$ cat config.mk
export PLATFORM = sky130hd
export DESIGN_NAME = branch_resolve_unit
export DESIGN_NICKNAME = d
export VERILOG_FILES = /design/src/rtl/branch_resolve_unit.sv
export SDC_FILE = /design/constraint.sdc
export NUM_CORES = 1
export LEC_CHECK = 0
export ABC_AREA = 0
export ABC_CLOCK_PERIOD_IN_PS = 4100
export CORE_UTILIZATION = 60
export DETAILED_ROUTE_END_ITERATION = 8
export GPL_ROUTABILITY_DRIVEN = 0
export PLACE_DENSITY = 0.87
export SYNTH_ARGS = -nofsm -noshare
export SYNTH_HDL_FRONTEND = slang
export SYNTH_SLANG_ARGS = --single-unit
$ cat constraint.sdc
create_clock -name clock -period 4.1 [get_ports clock]
set_clock_uncertainty 0.1 [all_clocks]
set_input_delay 0.41 -clock clock [delete_from_list [all_inputs] [get_ports clock]]
set_output_delay 0.41 -clock clock [all_outputs]
set_load 0.02 [all_outputs]
$ cat src/rtl/branch_resolve_unit.sv
// rtl/branch_resolve_unit.sv - pipelined branch/jump resolution unit with credit-managed result FIFO
//
// Resolves BR (funct3 conditions), JAL and JALR ops issued from the branch
// reservation station. It produces the direction, link (pc+4), correct next
// PC, mispredict and misaligned flags. Results are queued in order for the
// CDB arbiter.
//
// Ports:
//   clock, reset_n         rising-edge clock, asynchronous active-low reset
//   flush                  squash every in-flight and buffered result
//   in_valid/in_ready      issue handshake
//   in_tag, in_kind        ROB tag; 0=BR 1=JAL 2=JALR 3=reserved (BR not-taken)
//   in_func                funct3 for BR
//   in_pc, in_imm          instruction PC, sign-extended immediate
//   in_rs1, in_rs2         operands (rs1 is the JALR base)
//   in_pred_taken/_target  front-end prediction
//   out_valid/out_ready    result FIFO head handshake with the CDB
//   out_tag, out_taken     head tag, resolved direction
//   out_link, out_next_pc  pc+4 and correct next PC
//   out_mispredict         resolution differs from prediction
//   out_misaligned         taken target with bit1 set
module branch_resolve_unit #(
  parameter int XLEN      = 32,
  parameter int TAG_W     = 5,
  parameter int LATENCY   = 1,
  parameter int OUT_DEPTH = 4
) (
  input  logic             clock,
  input  logic             reset_n,
  input  logic             flush,
  input  logic             in_valid,
  output logic             in_ready,
  input  logic [TAG_W-1:0] in_tag,
  input  logic [1:0]       in_kind,
  input  logic [2:0]       in_func,
  input  logic [XLEN-1:0]  in_pc,
  input  logic [XLEN-1:0]  in_imm,
  input  logic [XLEN-1:0]  in_rs1,
  input  logic [XLEN-1:0]  in_rs2,
  input  logic             in_pred_taken,
  input  logic [XLEN-1:0]  in_pred_target,
  output logic             out_valid,
  input  logic             out_ready,
  output logic [TAG_W-1:0] out_tag,
  output logic             out_taken,
  output logic [XLEN-1:0]  out_link,
  output logic [XLEN-1:0]  out_next_pc,
  output logic             out_mispredict,
  output logic             out_misaligned
);

  localparam int CW = $clog2(OUT_DEPTH + 1);
  localparam int PW = $clog2(OUT_DEPTH);

  typedef struct packed {
    logic [TAG_W-1:0] tag;
    logic             taken;
    logic [XLEN-1:0]  target;
    logic [XLEN-1:0]  link;
    logic             pred_taken;
    logic [XLEN-1:0]  pred_target;
  } s1_t;

  typedef struct packed {
    logic [TAG_W-1:0] tag;
    logic             taken;
    logic [XLEN-1:0]  link;
    logic [XLEN-1:0]  next_pc;
    logic             mispredict;
    logic             misaligned;
  } res_t;

  logic [CW-1:0] r_cnt;
  logic [CW-1:0] r_fcnt;
  logic [PW-1:0] r_head;
  logic [PW-1:0] r_tail;
  res_t          r_mem [OUT_DEPTH];

  logic          w_accept;
  logic          w_deq;
  logic          w_eq, w_lt, w_ltu, w_cond, w_taken;
  logic [XLEN-1:0] w_sum;
  s1_t           w_s1;
  s1_t           w_s2;
  logic          w_s2_valid;
  res_t          w_res;

  // Credits are taken from the registered count only, so every accepted op
  // is guaranteed a FIFO slot and the pipe never has to stall.
  assign in_ready  = (r_cnt < CW'(OUT_DEPTH)) & ~flush;
  assign w_accept  = in_valid & in_ready;
  assign out_valid = (r_fcnt != '0);
  assign w_deq     = out_valid & out_ready & ~flush;

  // Stage 1: condition and target
  assign w_eq  = (in_rs1 == in_rs2);
  assign w_lt  = ($signed(in_rs1) < $signed(in_rs2));
  assign w_ltu = (in_rs1 < in_rs2);
  assign w_sum = ((in_kind == 2'd2) ? in_rs1 : in_pc) + in_imm;

  always_comb begin
    w_cond  = 1'b0;
    w_taken = 1'b0;
    case (in_func)
      3'b000:  w_cond = w_eq;
      3'b001:  w_cond = ~w_eq;
      3'b100:  w_cond = w_lt;
      3'b101:  w_cond = ~w_lt;
      3'b110:  w_cond = w_ltu;
      3'b111:  w_cond = ~w_ltu;
      default: w_cond = 1'b0;
    endcase
    case (in_kind)
      2'd0:       w_taken = w_cond;
      2'd1, 2'd2: w_taken = 1'b1;
      default:    w_taken = 1'b0;
    endcase
  end

  assign w_s1.tag         = in_tag;
  assign w_s1.taken       = w_taken;
  assign w_s1.target      = (in_kind == 2'd2) ? {w_sum[XLEN-1:1], 1'b0} : w_sum;
  assign w_s1.link        = in_pc + XLEN'(4);
  assign w_s1.pred_taken  = in_pred_taken;
  assign w_s1.pred_target = in_pred_target;

  generate
    if (LATENCY == 2) begin : g_lat2
      logic r_s1_valid;
      s1_t  r_s1;
      always_ff @(posedge clock or negedge reset_n) begin
        if (!reset_n) begin
          r_s1_valid <= 1'b0;
          r_s1       <= '0;
        end else begin
          r_s1_valid <= w_accept & ~flush;
          if (w_accept) r_s1 <= w_s1;
        end
      end
      assign w_s2       = r_s1;
      assign w_s2_valid = r_s1_valid & ~flush;
    end else begin : g_lat1
      assign w_s2       = w_s1;
      assign w_s2_valid = w_accept;
    end
  endgenerate

  // Stage 2: prediction compare and alignment
  assign w_res.tag        = w_s2.tag;
  assign w_res.taken      = w_s2.taken;
  assign w_res.link       = w_s2.link;
  assign w_res.next_pc    = w_s2.taken ? w_s2.target : w_s2.link;
  assign w_res.mispredict = (w_s2.taken != w_s2.pred_taken) |
                            (w_s2.taken & (w_s2.target != w_s2.pred_target));
  assign w_res.misaligned = w_s2.taken & w_s2.target[1];

  always_ff @(posedge clock or negedge reset_n) begin
    if (!reset_n) begin
      r_cnt <= '0;
    end else if (flush) begin
      r_cnt <= '0;
    end else begin
      r_cnt <= r_cnt + CW'(w_accept) - CW'(w_deq);
    end
  end

  always_ff @(posedge clock or negedge reset_n) begin
    if (!reset_n) begin
      r_head <= '0;
      r_tail <= '0;
      r_fcnt <= '0;
      for (int i = 0; i < OUT_DEPTH; i++) r_mem[i] <= '0;
    end else if (flush) begin
      r_head <= '0;
      r_tail <= '0;
      r_fcnt <= '0;
    end else begin
      if (w_s2_valid) begin
        r_mem[r_tail] <= w_res;
        r_tail        <= r_tail + PW'(1);
      end
      if (w_deq) r_head <= r_head + PW'(1);
      r_fcnt <= r_fcnt + CW'(w_s2_valid) - CW'(w_deq);
    end
  end

  assign out_tag        = r_mem[r_head].tag;
  assign out_taken      = r_mem[r_head].taken;
  assign out_link       = r_mem[r_head].link;
  assign out_next_pc    = r_mem[r_head].next_pc;
  assign out_mispredict = r_mem[r_head].mispredict;
  assign out_misaligned = r_mem[r_head].misaligned;

endmodule

==> results by group, run 1 <==
Run status
  – Outcome: finished, final reports clean

CTS
  – Clock slew seen by the registers of the worst setup and hold paths: 0.07 ns
  – H-Tree Level Count: 1
  – Worst-skew pair later-pin latency: ~0.54 ns
  – Clock sink count: 298
  – Root Driver: clkbuf_16
  – CTS tree: built
  – CTS max path bufs: 3
  – Number of buffers created by CTS: 28

Power and ir drop
  – Sw frac: 37.84%
  – VDD IR-drop max: 457.9 uV
  – Logic pwr share: 44.7%
  – PwrDens: 629.2 nW/um2
  – Clock share of power: 19.7%
  – NetSw: 5.412 mW
  – Total Power: 14.30 mW
  – Internal power: 8.891 mW
  – Pleak: 10.30 nW
  – Reg power frac: 35.6%

Setup path
  – Crit path capture type: register
  – Startpoint type of the worst setup path: input pin
  – WP data required: 4.42 ns
  – Worst Path Max Fanout: 6
  – Crit Path Class: in -> reg
  – Critical Path AT: 4.09 ns

Routing
  – DRC violations left: 0
  – Via count: 17030
  – Drt first pass iters: 6
  – Final ANT Viol Nets: 0
  – Routed vias/inst: 6.558
  – WL/cell: 23.37 um
  – Final wirelength: 60.70 mm
  – DRT iter0 DRCs: about 2300

Synthesis
  – Synth top area cells: dfrtp_1 43%, mux4_2 9.4%, nand2_1 9.3%, o21ai_0 7.9%, ha_1 5.7%
  – Yosys Warn Count: 0
  – Post-synth top area share: 43.03%
  – Gate Count Post-Synth: 1812
  – Syn_nets: roughly 2100
  – Top_reg_cell synth: dfrtp_1
  – Fraction of registers with async set/reset: 100.0%
  – EDFF count, synth: 0
  – Synth cell types: 81
  – Area leader, netlist: dfrtp_1
  – FF+latch count, synth: 298
  – Count leader, synth: nand2_1
  – Synth top cells by count: 430 x nand2_1, 298 x dfrtp_1, 273 x o21ai_0, 81 x clkbuf_1, 79 x ha_1
  – Synthesized area per cell: 9.565 um2
  – Sequential share of the synthesized area: 43.03%
  – Mapped cell area: 17330 um2

Final layout
  – Nets: 2456
  – Share of cells above drive strength 1: 18.30%
  – Finished Core Util: 80.92%
  – Filler cell count in the final layout: about 1500
  – Area delta synth->final: 31.14%

STA
  – Final worst path period share: between 90% and 100%
  – Final worst slack: 0.3334 ns
  – Post-layout min period: between 3 and 4 ns
  – RSZ-0062 raised after global routing: no
  – FMAX: 265.5 MHz
  – Slew Viols, Final: 0
  – Worst-Margin Slew: between 0.9 and 1 ns
  – Fin. Hold Viols: 0
  – Slew Limit Headroom: between 30 and 40%
  – Count of final setup violators: 0

Floorplan
  – Full die area: 29570 um2
  – Die height: 172.0 um
  – Core area: 28090 um2
  – Starting Density: 61.71%
  – I/O pin total: 250
  – Row count: approximately 60
  – Width of the die: 172.0 um

Global route
  – Global route overflow: 0
  – Number of global-route vias before repair: 17420
  – Initial antenna violation count: 3
  – First-pass GRT wire length: 94.45 mm
  – Largest net degree at the start of global routing: 123
  – Total track usage: 42.30%

Placed design
  – PortBufs: roughly 250
  – Setup WS pre-CTS: -0.6081 ns
  – DP HPWL: between 40 and 50 mm

Worst hold path
  – Hold Crit Class: reg -> reg

Flow run
  – Max_cap viols: 0
==> per-layer routing <==
metal  up-vias  share of wire, %  track usage (%)
met4         4               7.0            24.97
met3       390                12            11.22
met5         -             0.044                0
met1      8071                34            51.25
li1       7090                 -                -
met2      1476                46            68.18
==> cells by family after synthesis <==
group | count (synthesis) | synth area share [%]
adders and majority gates | 82 | 6.050
muxes | 113 | 11.98
buffers and inverters | 164 | 3.732
xor gates and xnor gates | 102 | 5.645
AOI/OAI and AO/OA | 432 | 14.28
and+or+nand+nor | 621 | 15.29
DFF | 298 | 43.03
==> area by class of cell <==
type / count / area [um2] / area share, %
multi-input combinational: 1350 / 9339 / 41.09
sequential: 298 / 7462 / 32.83
timing repair buffer: 464 / 4257 / 18.73
clock buffer: 40 / 807.0 / 3.551
tap: 378 / 473.0 / 2.081
inverter: 56 / 210.2 / 0.9248
clock inverter: 10 / 178.9 / 0.7872
antenna: 1 / 2.502 / 0.01101
==> timing repair <==
| action | CTS | global route |
|---|---|---|
| hold endpoints to repair | 119 | 0 |
| setup buffers | 1 | 1 |
| setup endpoints to repair | 4 | 21 |
| pin swaps | 5 | 11 |
| hold buffers | 1 | 0 |
| resized for setup | 5 | 17 |
==> path summary, 6_finish.rpt <==
kind	from	endpoint	slack, ns	cells after the start
setup / recovery	in_kind[0]	r_mem[145]	0.33	18
hold / removal	r_mem[118]	r_mem[118]	0.38	2
setup reg to reg	r_cnt[2]	r_mem[122]	1.47	6
hold reg to reg	r_mem[118]	r_mem[118]	0.38	2
max in group asynchronous	reset_n	r_mem[142]	2.34	4
min in group asynchronous	reset_n	r_mem[269]	0.44	2
==> stage by stage <==
| step | hold slack (ns) | cells | TNS (ns) | instance area, um2 |
|---|---|---|---|---|
| after floorplan | 0.01441 | 1812 | 0 | 17340 |
| after global placement | 0.3521 | 2543 | -9.984 | 21640 |
| final | 0.3783 | 2597 | 0 | 22730 |
| after CTS | 0.3787 | 2595 | 0 | 22660 |
| after detailed placement | 0.3609 | 2543 | -16.20 | 21640 |
| after global routing | 0.4051 | 2596 | 0 | 22730 |
==> cells in the final DEF (no fill, tap or decap), types with 35 or more instances in the layout <==
| cell type | Yosys | layout |
|---|---|---|
| nand2_1 | 430 | 425 |
| dfrtp_1 | 298 | 296 |
| o21ai_0 | 273 | 269 |
| clkdlybuf4s50_1 | 0 | 246 |
| buf_4 | 0 | 203 |
| ha_1 | 79 | 77 |
| a21oi_1 | 73 | 73 |
| mux4_2 | 72 | 72 |
| nor2_1 | 64 | 64 |
| inv_1 | 56 | 55 |
| xnor2_1 | 55 | 55 |
| xor2_1 | 41 | 41 |
| mux2_2 | 35 | 35 |
==> worst max-delay path: stages <==
cell and delay (ns):
dlymetal6s2s_1 0.14, inv_2 0.07, ha_2 0.20, buf_12 0.13
buf_4 0.14, mux2_2 0.34, ha_1 0.21, a21oi_1 0.21
o21ai_1 0.14, a21o_1 0.21, a211o_4 0.39, a21oi_2 0.23
buf_4 0.16, xnor3_1 0.25, nor2_1 0.15, nand4b_1 0.16
nor4_4 0.45, o21ai_1 0.10
==> power by group through the flow <==
| stage | registers [mW] | clock network, mW | logic (mW) |
|---|---|---|---|
| after floorplan | 4.71 | 0 | 3.52 |
| after global placement | 4.84 | 0 | 5.79 |
| after detailed placement | 5.00 | 0 | 6.04 |
| after CTS | 5.03 | 2.79 | 6.24 |
| after global routing | 5.17 | 2.91 | 6.82 |
| final | 5.10 | 2.81 | 6.39 |
==> flip-flops by register name (all words and copies together) (netlist names) <==
signal / cells
r_mem: 288
r_cnt: 3
r_fcnt: 3
r_head: 2
r_tail: 2
No activity file was read; power rests on OpenSTA's default activity.
==> run 2: changes to the inputs <==
Settings changed: CORE_MARGIN set to 2.
==> results by group, run 2 (synthesized netlist as in run 1, its figures left out) <==
Run status
  – Outcome: finished with violations
  – Failing checks: design-rule violations

Floorplan
  – Core area: 28550 um2 (+1.6%)
  – Width of the die: 174.0 um (+1.2%)
  – I/O pin total: 250 (unchanged)
  – Full die area: 30260 um2 (+2.3%)
  – Die height: 174.0 um (+1.2%)
  – Starting Density: 60.71% (-1.0 points)
  – Row count: 62 (+1.6%)

Final layout
  – Most frequent cells in the layout: 426 x nand2_1, 296 x dfrtp_1, 272 x o21ai_0, 246 x clkdlybuf4s50_1, 195 x buf_4
  – Commonest non-fill, non-tap cell in the layout: nand2_1
  – Share of cells above drive strength 1: 18.52% (+0.21 points)
  – # diodes: 0 (-1)
  – Max reg flops: 288 (unchanged)
  – Fin area: 22740 um2 (about the same)
  – Largest registers: r_mem (288), r_cnt (3), r_fcnt (3)
  – Finished Core Util: 79.66% (-1.3 points)
  – Area delta synth->final: 31.22% (about the same)
  – Final Instance Count excl. Fillers: 2598 (+0.039%)
  – Largest reg by FF count: r_mem
  – Nets: 2450 (-0.24%)

Power and ir drop
  – VDD IR-drop max: 445.7 uV (-2.7%)
  – Pleak: 10.28 nW (-0.21%)
  – Total Power: 14.15 mW (-1.1%)
  – PwrDens: 622.0 nW/um2 (-1.1%)

STA
  – FMAX: 257.6 MHz (-3.0%)
  – Final worst slack: 0.2176 ns (-0.1158 ns)
  – RSZ-0062 raised after global routing: no
  – Fin. Hold Viols: 0 (unchanged)
  – Slew Limit Headroom: 35.62% (-1.5 points)
  – Worst-Margin Slew: 0.9657 ns (+0.02191 ns)
  – Post-layout min period: 3.882 ns (+0.1158 ns)
  – Slew Viols, Final: 0 (unchanged)
  – Final worst path period share: 94.69% (+2.8 points)
  – Count of final setup violators: 0 (unchanged)

Setup path
  – Slowest stage delay, CP: 0.38 ns (-0.07 ns)
  – Critical Path AT: 4.21 ns (+0.12 ns)
  – WP data required: 4.43 ns (about the same)
  – Startpoint type of the worst setup path: input pin
  – CP max-delay cell: nor4_4
  – Crit path cell chain: dlymetal6s2s_1, inv_1, ha_1, buf_4, mux2_2, ha_1, inv_1, fa_2, and2b_2, o2111ai_4, a211oi_2, o211ai_1, buf_4, a21oi_4, buf_6, a41oi_2, xnor2_1, nand3_1, nor4_4, o21ai_1
  – Crit path capture type: register
  – Worst Path Max Fanout: 6 (unchanged)
  – Worst reg-to-reg setup slack: 1.61 ns (+0.14 ns)
  – Crit Path Class: in -> reg

Global route
  – Global route overflow: 0 (unchanged)
  – Initial antenna violation count: 1 (-2)
  – First-pass GRT wire length: 91.28 mm (-3.4%)
  – Largest net degree at the start of global routing: 128 (+4.1%)
  – Total track usage: 38.24% (-4.1 points)
  – Number of global-route vias before repair: 17050 (-2.1%)

Placed design
  – Setup WS pre-CTS: -0.7111 ns (-0.1030 ns)
  – Placed Area: 21550 um2 (-0.42%)
  – Placed Cells: 2536 (-0.28%)
  – PortBufs: 249 (unchanged)
  – DP HPWL: 39.04 mm (-5.6%)

Worst hold path
  – Hold Crit Class: reg -> reg

Routing
  – Final ANT Viol Nets: 0 (unchanged)
  – DRC violations left: 12 (+12)
  – Final wirelength: 58.50 mm (-3.6%)
  – WL/cell: 22.52 um (-3.7%)
  – Drt first pass iters: 9 (+3)
  – DRT iter0 DRCs: 2180 (-7.1%)
  – Routed vias/inst: 6.436 (-1.9%)
  – Via count: 16720 (-1.8%)

Flow run
  – Max_cap viols: 0 (unchanged)

CTS
  – Number of buffers created by CTS: 29 (+3.6%)
  – Worst-skew pair later-pin latency: 0.56 ns (+0.02 ns)
  – Clock slew seen by the registers of the worst setup and hold paths: 0.06 ns (about the same)
  – H-Tree Level Count: 1 (unchanged)
  – Root Driver: clkbuf_16
  – CTS tree: built
  – CTS max path bufs: 3 (unchanged)
  – Clock sink count: 298 (unchanged)
-- run 2: cell types whose count changed in the layout (fill, tap and decap cells not counted), sizes merged --
cell      delta
clkinvlp     +2
inv          +1
bufinv       -3
diode        -1
clkbuf       +5
buf          -7
clkinv       -2
-- run 2: repair_timing --
| item | CTS | global route |
|---|---|---|
| endpoints found under the hold margin | 124 | 0 |
| setup endpoints to repair | 6 | 28 |
| setup buffers | 2 | 6 |
| hold buffers | 1 | 0 |
| pin swaps | 9 | 14 |
| gates resized for setup | 8 | 21 |
-- run 2: worst max-delay path, delay by kind of cell --
kind	cells	cell delay [ns]
adders and majority gates	3	0.72
AOI/OAI and AO/OA	6	1.15
buffers and inverters	6	0.75
and+or+nand+nor	3	0.79
muxes	1	0.22
xor gates and xnor gates	1	0.17
-- run 2: layout make-up --
| type | count | area [um2] |
|---|---|---|
| clock buffer | 45 | 895.9 |
| clock inverter | 8 | 98.84 |
| fill | 1623 | 5806 |
| inverter | 56 | 210.2 |
| multi-input combinational | 1350 | 9387 |
| sequential | 298 | 7462 |
| tap | 384 | 480.5 |
| timing repair buffer | 457 | 4208 |
-- run 2: worst paths after layout --
check                           start         end  cells after the start
setup reg to reg             r_cnt[2]   r_fcnt[2]                     10
max in group asynchronous     reset_n  r_mem[240]                      3
hold reg to reg            r_mem[112]  r_mem[112]                      2
setup / recovery           in_kind[0]   r_mem[73]                     20
min in group asynchronous     reset_n   r_mem[94]                      2
hold / removal             r_mem[112]  r_mem[112]                      2
-- run 2: where the power goes --
group	switching [mW]	total, mW	internal, mW
logic	3.29	6.24	2.96
clock network	1.15	2.77	1.62
registers	0.894	5.13	4.24
total	5.33	14.1	8.81
-- run 2: per-layer routing --
layer	global-route usage, %	wire, um	vias up
met5	0	18	-
met4	17.61	3440	2
met3	9.296	7084	315
met2	63.26	27450	1352
met1	47.91	20510	7963
li1	-	-	7088
-- run 2: stage by stage --
step / setup TNS (ns) / hold slack [ns]
4_1_cts: 0 / 0.3788
2_1_floorplan: 0 / 0.01441
6_report: 0 / 0.3759
3_3_place_gp: -10.31 / 0.3522
5_1_grt: 0 / 0.3972
3_5_place_dp: -20.81 / 0.3593
==> run 3: changes to the inputs <==
--- a/constraint.sdc
+++ b/constraint.sdc
@@ -3,3 +3,3 @@
 set_input_delay 0.41 -clock clock [delete_from_list [all_inputs] [get_ports clock]]
 set_output_delay 0.41 -clock clock [all_outputs]
-set_load 0.02 [all_outputs]
+set_load 0.005 [all_outputs]
==> results by group, run 3 (synthesized netlist as in run 1, its figures left out) <==
STA
  – Fin. Hold Viols: 0 (unchanged)
  – Final worst path period share: 96.79% (+2.1 points)
  – Slew Limit Headroom: 45.99% (+10 points)
  – FMAX: 252.0 MHz (-2.2%)
  – Worst-Margin Slew: 0.8102 ns (-0.1555 ns)
  – Count of final setup violators: 0 (unchanged)
  – Post-layout min period: 3.969 ns (+0.08618 ns)
  – Slew Viols, Final: 0 (unchanged)
  – Hold_ws: 0.3769 ns (+0.0009390 ns)

CTS
  – Root Driver: clkbuf_16
  – Clock sink count: 298 (unchanged)
  – Worst-skew pair later-pin latency: 0.54 ns (-0.02 ns)
  – CTS max path bufs: 3 (unchanged)
  – CTS tree: built
  – Clock slew seen by the registers of the worst setup and hold paths: 0.06 ns (about the same)
  – Number of buffers created by CTS: 28 (-3.4%)
  – H-Tree Level Count: 1 (unchanged)

Power and ir drop
  – VDD IR-drop max: 365.6 uV (-18%)
  – PwrDens: 588.3 nW/um2 (-5.4%)
  – Pleak: 10.20 nW (-0.77%)

Setup path
  – Cell family with most CP delay: compound AO/OA/AOI/OAI gates
  – Startpoint type of the worst setup path: input pin
  – Slowest stage delay, CP: 0.51 ns (+0.13 ns)
  – Worst Path Max Fanout: 6 (unchanged)
  – Critical Path AT: 4.27 ns (+0.06 ns)
  – Crit path cell chain: dlymetal6s2s_1, inv_2, ha_1, buf_6, buf_4, mux2_2, ha_1, a21oi_1, o21ai_0, a311oi_1, o21ai_1, a311oi_4, xnor3_1, nand4_1, nand4b_1, nor4_4, o21ai_1
  – CP max-delay cell: a311oi_1
  – WP data required: 4.41 ns (-0.02 ns)
  – Crit path buffers/inverters: 4 (-2)
  – Crit path capture type: register
  – Crit Path Class: in -> reg

Final layout
  – Area of the multi-input gates: 9387 um2 (unchanged)
  – Final Instance Count excl. Fillers: 2591 (-0.27%)
  – # diodes: 0 (unchanged)
  – Commonest non-fill, non-tap cell in the layout: nand2_1
  – Most frequent cells in the layout: 426 x nand2_1, 296 x dfrtp_1, 272 x o21ai_0, 246 x clkdlybuf4s50_1, 195 x buf_4
  – Finished Core Util: 79.10% (-0.56 points)
  – Area delta synth->final: 30.29%
  – Largest reg by FF count: r_mem
  – Share of cells above drive strength 1: 17.99% (-0.53 points)
  – Largest registers: r_mem (288), r_cnt (3), r_fcnt (3)
  – Register area: 7462 um2 (unchanged)
  – Filler cell count in the final layout: 1657 (+2.1%)
  – Max reg flops: 288 (unchanged)
  – Nets: 2447 (-0.12%)
  – Fin area: 22580 um2 (-0.70%)

Floorplan
  – Starting Density: 60.71% (unchanged)
  – Die height: 174.0 um (unchanged)
  – Row count: 62 (unchanged)
  – Width of the die: 174.0 um (unchanged)
  – I/O pin total: 250 (unchanged)
  – Core area: 28550 um2 (unchanged)
  – Full die area: 30260 um2 (unchanged)

Routing
  – Drt first pass iters: 7 (-2)
  – Final wirelength: 57.51 mm (-1.7%)
  – Final ANT Viol Nets: 0 (unchanged)
  – DRC violations left: 0 (-12)
  – WL/cell: 22.20 um (-1.4%)
  – DRT iter0 DRCs: 2195 (+0.69%)
  – Via count: 16540 (-1.1%)
  – Routed vias/inst: 6.385 (-0.79%)

Global route
  – Total track usage: 38.14% (-0.10 points)
  – First-pass GRT wire length: 90.79 mm (-0.54%)
  – Number of global-route vias before repair: 16990 (-0.37%)
  – Global route overflow: 0 (unchanged)
  – Initial antenna violation count: 2 (+1)
  – Largest net degree at the start of global routing: 103 (-20%)

Placed design
  – Placed Cells: 2535 (-0.039%)
  – PortBufs: 249 (unchanged)
  – DP HPWL: 39.60 mm (+1.4%)
  – Placed Area: 21490 um2 (-0.27%)

Flow run
  – Max_cap viols: 0 (unchanged)

Worst hold path
  – Hold Crit Class: reg -> reg

Run status
  – Outcome: finished, final reports clean
==> run 3: cell types whose count changed in the layout (fill, tap and decap cells not counted), moves of 2 or more <==
cell,before,now
clkbuf_1,5,7
buf_6,1,3
a311oi_2,2,0
a21oi_1,70,72
buf_12,11,7
ha_1,79,77
clkbuf_8,11,6
==> run 3: final cells by class <==
cell class | count | share of cell area (%)
clock buffer | 42 | 3.696
multi-input combinational | 1350 | 41.57
timing repair buffer | 455 | 18.38
sequential | 298 | 33.05
inverter | 56 | 0.9309
tap | 384 | 2.128
clock inverter | 6 | 0.2549
==> run 3: path summary, 6_finish.rpt <==
kind,to,cells after the start,startpoint,slack (ns)
max in group asynchronous,r_mem[7],3,reset_n,2.41
hold reg to reg,r_mem[71],2,r_mem[71],0.38
setup reg to reg,r_mem[32],6,r_cnt[2],1.49
min in group asynchronous,r_mem[159],2,reset_n,0.40
setup / recovery,r_mem[1],17,in_kind[0],0.13
hold / removal,r_mem[71],2,r_mem[71],0.38
==> run 3: timing repair <==
action / 4_1_cts / 5_1_grt
resized for setup: 10 / 18
endpoints found under the hold margin: 99 / 0
pin swaps: 8 / 13
hold buffers: 1 / 0
setup buffers: 2 / 5
endpoints found under the setup margin: 14 / 24
==> run 3: metrics by stage <==
step	TNS [ns]	total power [mW]	setup slack, ns
after CTS	-0.00004530	13.11	-0.00004530
after global placement	-18.48	9.942	-0.6010
after detailed placement	-26.09	10.34	-0.7075
after floorplan	0	7.609	0.08314
final	0	13.29	0.1314
after global routing	-0.1411	13.88	-0.06906
==> run 3: report_power, final <==
part	internal (mW)	switching, mW	total, mW
sequential	4.24	0.888	5.12
clock	1.46	1.11	2.57
combinational	2.93	2.66	5.59
total	8.63	4.66	13.3
==> run 3: worst register-to-register path, stage by stage, from the launching register on <==
cell and delay, ns:
dfrtp_1 0.40, nor2b_1 0.23, nor2b_1 0.21, buf_4 0.24, nand2_4 0.32, buf_12 0.36
o21ai_0 0.59
==> run 3: layer usage <==
metal | global-route usage [%] | wire, um | share of wire (%)
met1 | 47.39 | 20370 | 35
met2 | 61.90 | 27000 | 47
met3 | 9.230 | 6366 | 11
met4 | 21.11 | 3748 | 6.5
met5 | 0 | 29 | 0.050
